## config.mk

```make
export PLATFORM = sky130hd
export DESIGN_NAME = ewb_line_buffer
export DESIGN_NICKNAME = d
export VERILOG_FILES = /design/src/rtl/ewb_pkg.sv /design/src/rtl/ewb_storage.sv /design/src/rtl/ewb_line_buffer.sv
export SDC_FILE = /design/constraint.sdc
export NUM_CORES = 2
export LEC_CHECK = 0
export ABC_CLOCK_PERIOD_IN_PS = 20300
export BUFFER_PORTS_ARGS = -buffer_cell sky130_fd_sc_hd__buf_2
export CAP_MARGIN = 10
export CORE_AREA = 2 2 422 424
export CTS_BUF_LIST = sky130_fd_sc_hd__clkbuf_8
export DETAILED_ROUTE_END_ITERATION = 8
export DIE_AREA = 0 0 424 426
export GPL_TIMING_DRIVEN = 0
export PLACE_DENSITY = 0.67
export RECOVER_POWER = 100
export SLEW_MARGIN = 20
export SYNTH_ARGS = -nofsm -noshare
export SYNTH_HDL_FRONTEND = slang
export SYNTH_SLANG_ARGS = --single-unit
```

## constraint.sdc

```tcl
create_clock -name clk -period 20.3 [get_ports clk]
set_input_delay 1.015 -clock clk [delete_from_list [all_inputs] [get_ports clk]]
set_output_delay 1.015 -clock clk [all_outputs]
set_load 0.05 [all_outputs]
```

## src/rtl/ewb_pkg.sv

```systemverilog
// ewb_pkg: shared types and geometry for the eviction write buffer.
// Holds the FSM state enum, the buffered-entry struct and widths.
package ewb_pkg;

  localparam int EWB_DEPTH = 4;
  localparam int LINE_W    = 256;
  localparam int ADDR_W    = 32;
  localparam int OFFSET_W  = 5;
  localparam int PTR_W     = $clog2(EWB_DEPTH);

  typedef enum logic [1:0] {
    IDLE,
    RESP,
    PREAD,
    DRAIN
  } state_t;

  typedef logic [ADDR_W-1:OFFSET_W] tag_t;

  typedef struct packed {
    logic              valid;
    tag_t              tag;
    logic [LINE_W-1:0] data;
  } entry_t;

endpackage

```

## src/rtl/ewb_storage.sv

```systemverilog
// ewb_storage: circular line FIFO with a parallel address CAM.
// Ports: push/pop/cwr strobes, tag+wdata in; hit flags, head entry, full/empty out.
module ewb_storage
  import ewb_pkg::*;
#(
  parameter int DEPTH = EWB_DEPTH
) (
  input  logic                     clk,
  input  logic                     rst,
  input  tag_t                     tag,
  input  logic [LINE_W-1:0]        wdata,
  input  logic                     push,
  input  logic                     pop,
  input  logic                     cwr,
  input  logic                     draining,
  output logic                     wr_hit,
  output logic [$clog2(DEPTH)-1:0] wr_idx,
  output logic                     rd_hit,
  output logic [LINE_W-1:0]        rd_data,
  output tag_t                     head_tag,
  output logic [LINE_W-1:0]        head_data,
  output logic                     full,
  output logic                     empty
);

  localparam int PW = $clog2(DEPTH);

  entry_t        ent [DEPTH];
  logic [PW-1:0] head;
  logic [PW-1:0] tail;
  logic [PW:0]   count;
  logic [PW:0]   count_n;

  assign head_tag  = ent[head].tag;
  assign head_data = ent[head].data;
  assign full      = (count == (PW+1)'(DEPTH));

  // Reads may hit the draining head; writes must not coalesce
  // into it, since its data is already on the pmem bus.
  always_comb begin
    wr_hit  = 1'b0;
    wr_idx  = '0;
    rd_hit  = 1'b0;
    rd_data = '0;
    for (int i = 0; i < DEPTH; i++) begin
      if (ent[i].valid && ent[i].tag == tag) begin
        rd_hit  = 1'b1;
        rd_data = ent[i].data;
        if (!(draining && PW'(i) == head)) begin
          wr_hit = 1'b1;
          wr_idx = PW'(i);
        end
      end
    end
  end

  always_comb begin
    count_n = count;
    if (push && !pop)
      count_n = count + 1'b1;
    else if (pop && !push)
      count_n = count - 1'b1;
  end

  always_ff @(posedge clk) begin
    if (rst) begin
      for (int i = 0; i < DEPTH; i++)
        ent[i] <= '0;
      head  <= '0;
      tail  <= '0;
      count <= '0;
      empty <= 1'b1;
    end else begin
      if (push) begin
        ent[tail] <= '{valid: 1'b1, tag: tag, data: wdata};
        tail      <= tail + 1'b1;
      end
      if (cwr)
        ent[wr_idx].data <= wdata;
      if (pop) begin
        ent[head].valid <= 1'b0;
        head            <= head + 1'b1;
      end
      count <= count_n;
      empty <= (count_n == '0);
    end
  end

endmodule

```

## src/rtl/ewb_line_buffer.sv

```systemverilog
// ewb_line_buffer: eviction write buffer between cache and pmem.
// Ports: mem_* cache side, pmem_* memory side, ewb_empty status.
module ewb_line_buffer
  import ewb_pkg::*;
#(
  parameter int DEPTH = EWB_DEPTH
) (
  input  logic              clk,
  input  logic              rst,
  input  logic              mem_read,
  input  logic              mem_write,
  input  logic [ADDR_W-1:0] mem_addr,
  input  logic [LINE_W-1:0] mem_wdata,
  output logic [LINE_W-1:0] mem_rdata,
  output logic              mem_resp,
  output logic              pmem_read,
  output logic              pmem_write,
  output logic [ADDR_W-1:0] pmem_addr,
  output logic [LINE_W-1:0] pmem_wdata,
  input  logic [LINE_W-1:0] pmem_rdata,
  input  logic              pmem_resp,
  output logic              ewb_empty
);

  localparam int PW = $clog2(DEPTH);

  state_t            state, state_n;
  logic              mem_resp_n;
  logic [LINE_W-1:0] mem_rdata_n;
  logic              pmem_read_n;
  logic              pmem_write_n;
  logic [ADDR_W-1:0] pmem_addr_n;
  logic [LINE_W-1:0] pmem_wdata_n;

  tag_t              tag;
  logic              push, pop, cwr;
  logic              wr_hit, rd_hit;
  logic [PW-1:0]     wr_idx;
  logic [LINE_W-1:0] rd_data;
  tag_t              head_tag;
  logic [LINE_W-1:0] head_data;
  logic              full;
  logic              unused_off;

  assign tag        = mem_addr[ADDR_W-1:OFFSET_W];
  assign unused_off = ^mem_addr[OFFSET_W-1:0];

  ewb_storage #(.DEPTH(DEPTH)) u_storage (
    .clk       (clk),
    .rst       (rst),
    .tag       (tag),
    .wdata     (mem_wdata),
    .push      (push),
    .pop       (pop),
    .cwr       (cwr),
    .draining  (state == DRAIN),
    .wr_hit    (wr_hit),
    .wr_idx    (wr_idx),
    .rd_hit    (rd_hit),
    .rd_data   (rd_data),
    .head_tag  (head_tag),
    .head_data (head_data),
    .full      (full),
    .empty     (ewb_empty)
  );

  always_comb begin
    state_n      = state;
    mem_resp_n   = 1'b0;
    mem_rdata_n  = mem_rdata;
    pmem_read_n  = pmem_read;
    pmem_write_n = pmem_write;
    pmem_addr_n  = pmem_addr;
    pmem_wdata_n = pmem_wdata;
    push         = 1'b0;
    pop          = 1'b0;
    cwr          = 1'b0;
    unique case (state)
      IDLE: begin
        if (mem_write) begin
          if (wr_hit) begin
            cwr        = 1'b1;
            mem_resp_n = 1'b1;
            state_n    = RESP;
          end else if (!full) begin
            push       = 1'b1;
            mem_resp_n = 1'b1;
            state_n    = RESP;
          end else begin
            // Make room; the write is re-evaluated back in IDLE.
            pmem_write_n = 1'b1;
            pmem_addr_n  = {head_tag, {OFFSET_W{1'b0}}};
            pmem_wdata_n = head_data;
            state_n      = DRAIN;
          end
        end else if (mem_read) begin
          if (rd_hit) begin
            mem_rdata_n = rd_data;
            mem_resp_n  = 1'b1;
            state_n     = RESP;
          end else begin
            pmem_read_n = 1'b1;
            pmem_addr_n = {tag, {OFFSET_W{1'b0}}};
            state_n     = PREAD;
          end
        end else if (!ewb_empty) begin
          pmem_write_n = 1'b1;
          pmem_addr_n  = {head_tag, {OFFSET_W{1'b0}}};
          pmem_wdata_n = head_data;
          state_n      = DRAIN;
        end
      end
      RESP: begin
        state_n = IDLE;
      end
      PREAD: begin
        if (pmem_resp) begin
          mem_rdata_n = pmem_rdata;
          pmem_read_n = 1'b0;
          mem_resp_n  = 1'b1;
          state_n     = RESP;
        end
      end
      DRAIN: begin
        if (pmem_resp) begin
          pop          = 1'b1;
          pmem_write_n = 1'b0;
          state_n      = IDLE;
        end
      end
      default: state_n = IDLE;
    endcase
  end

  always_ff @(posedge clk) begin
    if (rst) begin
      state      <= IDLE;
      mem_resp   <= 1'b0;
      mem_rdata  <= '0;
      pmem_read  <= 1'b0;
      pmem_write <= 1'b0;
      pmem_addr  <= '0;
      pmem_wdata <= '0;
    end else begin
      state      <= state_n;
      mem_resp   <= mem_resp_n;
      mem_rdata  <= mem_rdata_n;
      pmem_read  <= pmem_read_n;
      pmem_write <= pmem_write_n;
      pmem_addr  <= pmem_addr_n;
      pmem_wdata <= pmem_wdata_n;
    end
  end

endmodule
```

Yosys cells after proc, flatten, opt, wreduce, memory -nomap -nowiden
Memories as Yosys holds them, arrays and structs flattened. A register that Yosys moved wholly into a read port is not among the register bits.
Cells that the tools add are included.
{"block": "classes", "add_sub_neg": 4, "n_mux": 96, "reduce_logical": 26, "n_eq_ne": 28}
{"operator": "$mux 256", "n": 13}
{"operator": "$mux 284", "n": 3}
{"operator": "$reduce_or 284->1", "n": 3}
{"operator": "$pmux 256 s2", "n": 1}
{"operator": "$mux 32", "n": 6}
{"operator": "$eq 27x27->1", "n": 4}
{"operator": "$mux 1", "n": 47}
{"operator": "$mux 2", "n": 19}
{"operator": "$reduce_and 5->1", "n": 4}
{"operator": "$ne 3x3->1 const B", "n": 6}
{"operator": "$ne 2x2->1 const B", "n": 8}
{"operator": "$logic_and 1x1->1", "n": 10}
{"operator": "$mux 3", "n": 3}
{"operator": "$pmux 2 s4", "n": 1}
{"operator": "$pmux 1 s2", "n": 3}
{"operator": "$reduce_and 6->1", "n": 1}
{"operator": "$add 2x1->2 const B", "n": 2}
{"operator": "$eq 2x2->1 const A", "n": 2}
{"operator": "$eq 2x2->1 const B", "n": 2}
{"operator": "$logic_not 2->1", "n": 2}
{"operator": "$ne 2x1->1 const B", "n": 2}
{"operator": "$ne 4x4->1 const B", "n": 1}
{"operator": "$reduce_bool 2->1", "n": 2}
{"operator": "$add 3x1->3 const B", "n": 1}
{"operator": "7 further kinds", "n": 8}
{"block": "word_totals", "inputBits": 549, "ramBits": 1136, "n_memories": 1, "reg_bits": 557}
{"name": "u_storage.ent", "words": 4, "word_bits": 284, "read_ports": 5, "rd_ports_with_merged_regs": 1, "write_ports": 4, "line": "ewb_storage.sv:28", "text": "entry_t ent [DEPTH];"}

Longest topological paths before layout
{"block": "depth", "ltp_word": 20, "ltp_mapped": 13, "depth_no_buf": 10}

Modules after synthesis
Synthesis repeated with hierarchy kept, for this count alone.
{"block": "hier_totals", "hier_cells": 6628, "hier_area_um2": 78793.1}
{"mod": "ewb_storage", "n_inst": 1, "area_per_inst_um2": 57368.8, "cells_per_inst": 4208}
{"mod": "ewb_line_buffer", "n_inst": 1, "area_per_inst_um2": 21424.3, "cells_per_inst": 2420}

Least setup slack after synthesis
OpenSTA, ideal clock, no wires.
{"block": "synth_path", "path_type": "input to register", "from": "in mem_addr[25]", "to": "mem u_storage.ent[1][0] (netlist bit), enable pin", "setup_time_ns": 1.227, "t_arrival_ns": 20.743, "stages": 8, "path_slack_ns": -1.670, "required_time_ns": 19.073, "n_path_buf": 1, "path_cell_list": "buf_2 -> xor2_1 -> or4_1 -> nor4_2 -> nand3_1 -> a211oi_1 -> o22ai_2 -> o21ai_0"}
{"element": "from (decl)", "line": "ewb_line_buffer.sv:12", "text": "input logic [ADDR_W-1:0] mem_addr,"}
{"element": "to (decl)", "line": "ewb_storage.sv:28"}

==> impl_metrics.json <==
{
  "cts-resized-gates": 0,
  "finish.instance_area_mm2": 0.0927,
  "min_delay_path_depth": 3,
  "clk_pin_slew_ns": 0.06,
  "grt_max_degree": 42,
  "drt_iter0_drc": 7868,
  "setup_slack_ns": 8.34,
  "async_flop_share_pct": 0,
  "grt_pass1_vias": 63700,
  "grtUsageTotal_pct": 34.3,
  "ys_types": 64,
  "numCtsBuffers": 309,
  "finalHoldViolCount": 0,
  "pre_cts_ws_ns": 13.43,
  "synth_seq_cells": 1690,
  "cts_htree_levels": 5,
  "synthFlopType": "edfxtp_1",
  "clkPwrFrac_pct": 37.0,
  "via_count": 65600,
  "cp-end-kind": "flop",
  "dpl_cell_area_mm2": 0.0893,
  "cap_violations": 19,
  "finalSetupViolations": 0,
  "row_count": 154,
  "portBuffers": 1059,
  "hold_buffers": 0,
  "drcViolationCount": 0,
  "hpwl_mm": 237,
  "setup_tns_ns": 0,
  "routed_wl_mm": 321,
  "die_w_um": 424,
  "io_pins": 1097,
  "viasPerCell": 6.05,
  "worstPathCellList": "xnor2_1, nand4_1, nor4b_1, nand3_1, o2111ai_1, o21ai_0, nor3b_1, clkbuf_1, or2_0, clkbuf_1, clkbuf_1, clkbuf_1, buf_16",
  "seq_area_mm2": 0.0452,
  "outcome": "finished, violations left",
  "clk_path_buf_depth": 4,
  "syn_inst": 6782,
  "cts-root-buf": "clkbuf_8",
  "yosysWarnings": 0,
  "cpPeakStageDelay_ns": 1.91,
  "p_leak_uw": 0.0339,
  "core_mm2": 0.176,
  "cts_sinks": 1690,
  "multi_input_area_mm2": 0.0310,
  "layout-drive-gt1-share_pct": 15.6,
  "postRouteAntennaNets": 0,
  "floorplan.initialDensity_pct": 45.0,
  "fin_crit_sh_pct": 58.9,
  "r2r_cells": 13,
  "pwr-share-seq_pct": 49.0,
  "cp_common_cell": "clkbuf_1",
  "cp_slowest_cell": "clkbuf_1",
  "slew_headroom_pct": -101,
  "fin_skew_ns": 0.0694,
  "rsz0062_at_grt": "no",
  "fmax_mhz": 83.6,
  "switching_share_pct": 29.7,
  "layout_min_cycle_time_ns": 11.96,
  "hold_slack_ns": 0.246,
  "drv_slew": 302,
  "wl_per_cell_um": 29.6,
  "gp_congestion": 0.964,
  "antenna_found_initial": 64,
  "area_delta_synth_final_pct": 17.3,
  "vdd_drop_max_v": 0.0000737,
  "hold_path.class": "in2reg",
  "dp.cells": 10300,
  "worstPathArrival_ns": 12.69,
  "p_int_uw": 5930,
  "fill_cells": 16000,
  "critPathMaxFanout": 38,
  "synth_edf_count": 1136,
  "cts_setup_buffers": 0,
  "clk_latency_ns": 1.11,
  "synth.avg_cell_area_um2": 11.7,
  "violations": "capacitance limit, slew limit",
  "combPwrFrac_pct": 14.0,
  "die_y_um": 426,
  "start_kind": "flop",
  "seq_area_frac_synth_pct": 57.2,
  "grt_first_pass_wirelength_mm": 447,
  "cts_tree": "yes",
  "path_class": "reg2reg",
  "grt_overflow": 0,
  "first_pass_iters": 7,
  "dieArea_mm2": 0.181,
  "powerDensity_mw_per_mm2": 91.0,
  "final_net_count": 8783,
  "p_sw_uw": 2510,
  "cp.required_ns": 21.02,
  "syn_area_mm2": 0.0791,
  "final_cells": 10800,
  "worst_slew_pin_slew_ns": 3.02
}
## per-stage QoR
step / utilization (%) / total power [µW]
floorplan: - / 4910
detailed placement: 50.8 / 5460
global route: 52.8 / 8670
global placement: 49.7 / 5510
CTS: 54.1 / 8540
finish: 52.8 / 8440
## power by group through the flow
stage          sequential (µW)  clock [µW]  combinational, µW
3_3_place_gp              4350           0               1160
4_1_cts                   4110        3140               1280
5_1_grt                   4150        3290               1230
2_1_floorplan             4380           0                530
3_5_place_dp              4190           0               1280
6_report                  4130        3120               1180
## kinds of logic after synthesis
family,Yosys count,synth area share [%]
fa+ha+maj,7,0.111
buf+inv,684,3.59
mux,309,8.39
compound gates,1387,12.3
xor+xnor,108,1.20
flops,1690,57.2
simple gates,2596,17.2
other cells,1,0.00474
## registers in the layout, indices dropped and copies added (netlist names), named ones only
register         cells
u_storage.ent     1136
u_storage.tail       2
mem_resp             1
mem_rdata          256
state                2
pmem_addr           27
u_storage.empty      1
u_storage.count      3
pmem_read            1
pmem_write           1
pmem_wdata         256
u_storage.head       2
## synth_stat cells (all sizes together), types with 3 or more instances
cell type	number	share of area (%)
edfxtp	1136	43
and2	1029	8.1
nand2	823	3.9
dfxtp	554	14
clkbuf	438	2.1
a21oi	297	1.9
mux4	283	8.1
nand3	274	1.7
o21ai	262	1.7
a31oi	258	2.0
nand2b	258	2.0
a211o	257	2.8
a32o	256	3.2
buf	203	1.3
nor2	103	0.49
xnor2	92	1.0
inv	43	0.20
nand4	39	0.31
a311oi	27	0.30
mux2i	26	0.33
xor2	16	0.18
nor2b	14	0.11
nor3	11	0.076
nor4	10	0.087
ha	7	0.11
or4	6	0.057
and3	5	0.040
and4	4	0.044
nor4b	4	0.044
o21a	4	0.038
or3	4	0.032
a21o	3	0.028
a221oi	3	0.033
or2	3	0.024
## layout by cell type, fill, tap and decap left out, drive strengths merged, types with 169 or more instances in the layout
master,instances
mux4,283
and2,1029
dfxtp,554
nand2,823
a211o,257
nand3,274
a32o,256
a21oi,297
o21ai,262
buf,623
a31oi,258
inv,169
edfxtp,1136
nand2b,258
clkbuf,1504
## cell type report
| cell class | count | area share, % |
|---|---|---|
| clock buffer | 356 | 5.28 |
| tap | 2340 | 3.16 |
| sequential | 1690 | 48.7 |
| multi-input combinational | 4412 | 33.5 |
| buffer | 641 | 2.77 |
| antenna | 43 | 0.116 |
| clock inverter | 185 | 0.928 |
| inverter | 43 | 0.174 |
| timing repair buffer | 1130 | 5.37 |
## worst paths after layout
path	from	end	slack (ns)
max	u_storage.ent[1][271]	u_storage.ent[2][91]	8.34
min	pmem_rdata[22]	mem_rdata[22]	0.25
max reg2reg	u_storage.ent[1][271]	u_storage.ent[2][91]	8.34
min reg2reg	pmem_wdata[183]	pmem_wdata[183]	0.45
## critical path: cells and delay by family, from the launching register on
kind	cells	cell delay, ns
DFF	1	0.39
and+or+nand+nor	5	4.09
buffers and inverters	5	5.99
xor gates and xnor gates	1	0.47
AOI/OAI and AO/OA	2	0.51
## per-layer routing
metal	share of wire [%]	vias to the layer above	track usage (%)
met5	0.031	-	0
met4	7.8	14	24.0
li1	-	27900	-
met2	46	4030	53.1
met1	37	32700	43.0
met3	9.4	923	7.28
Note: power is estimated with default switching activity, not from simulation.
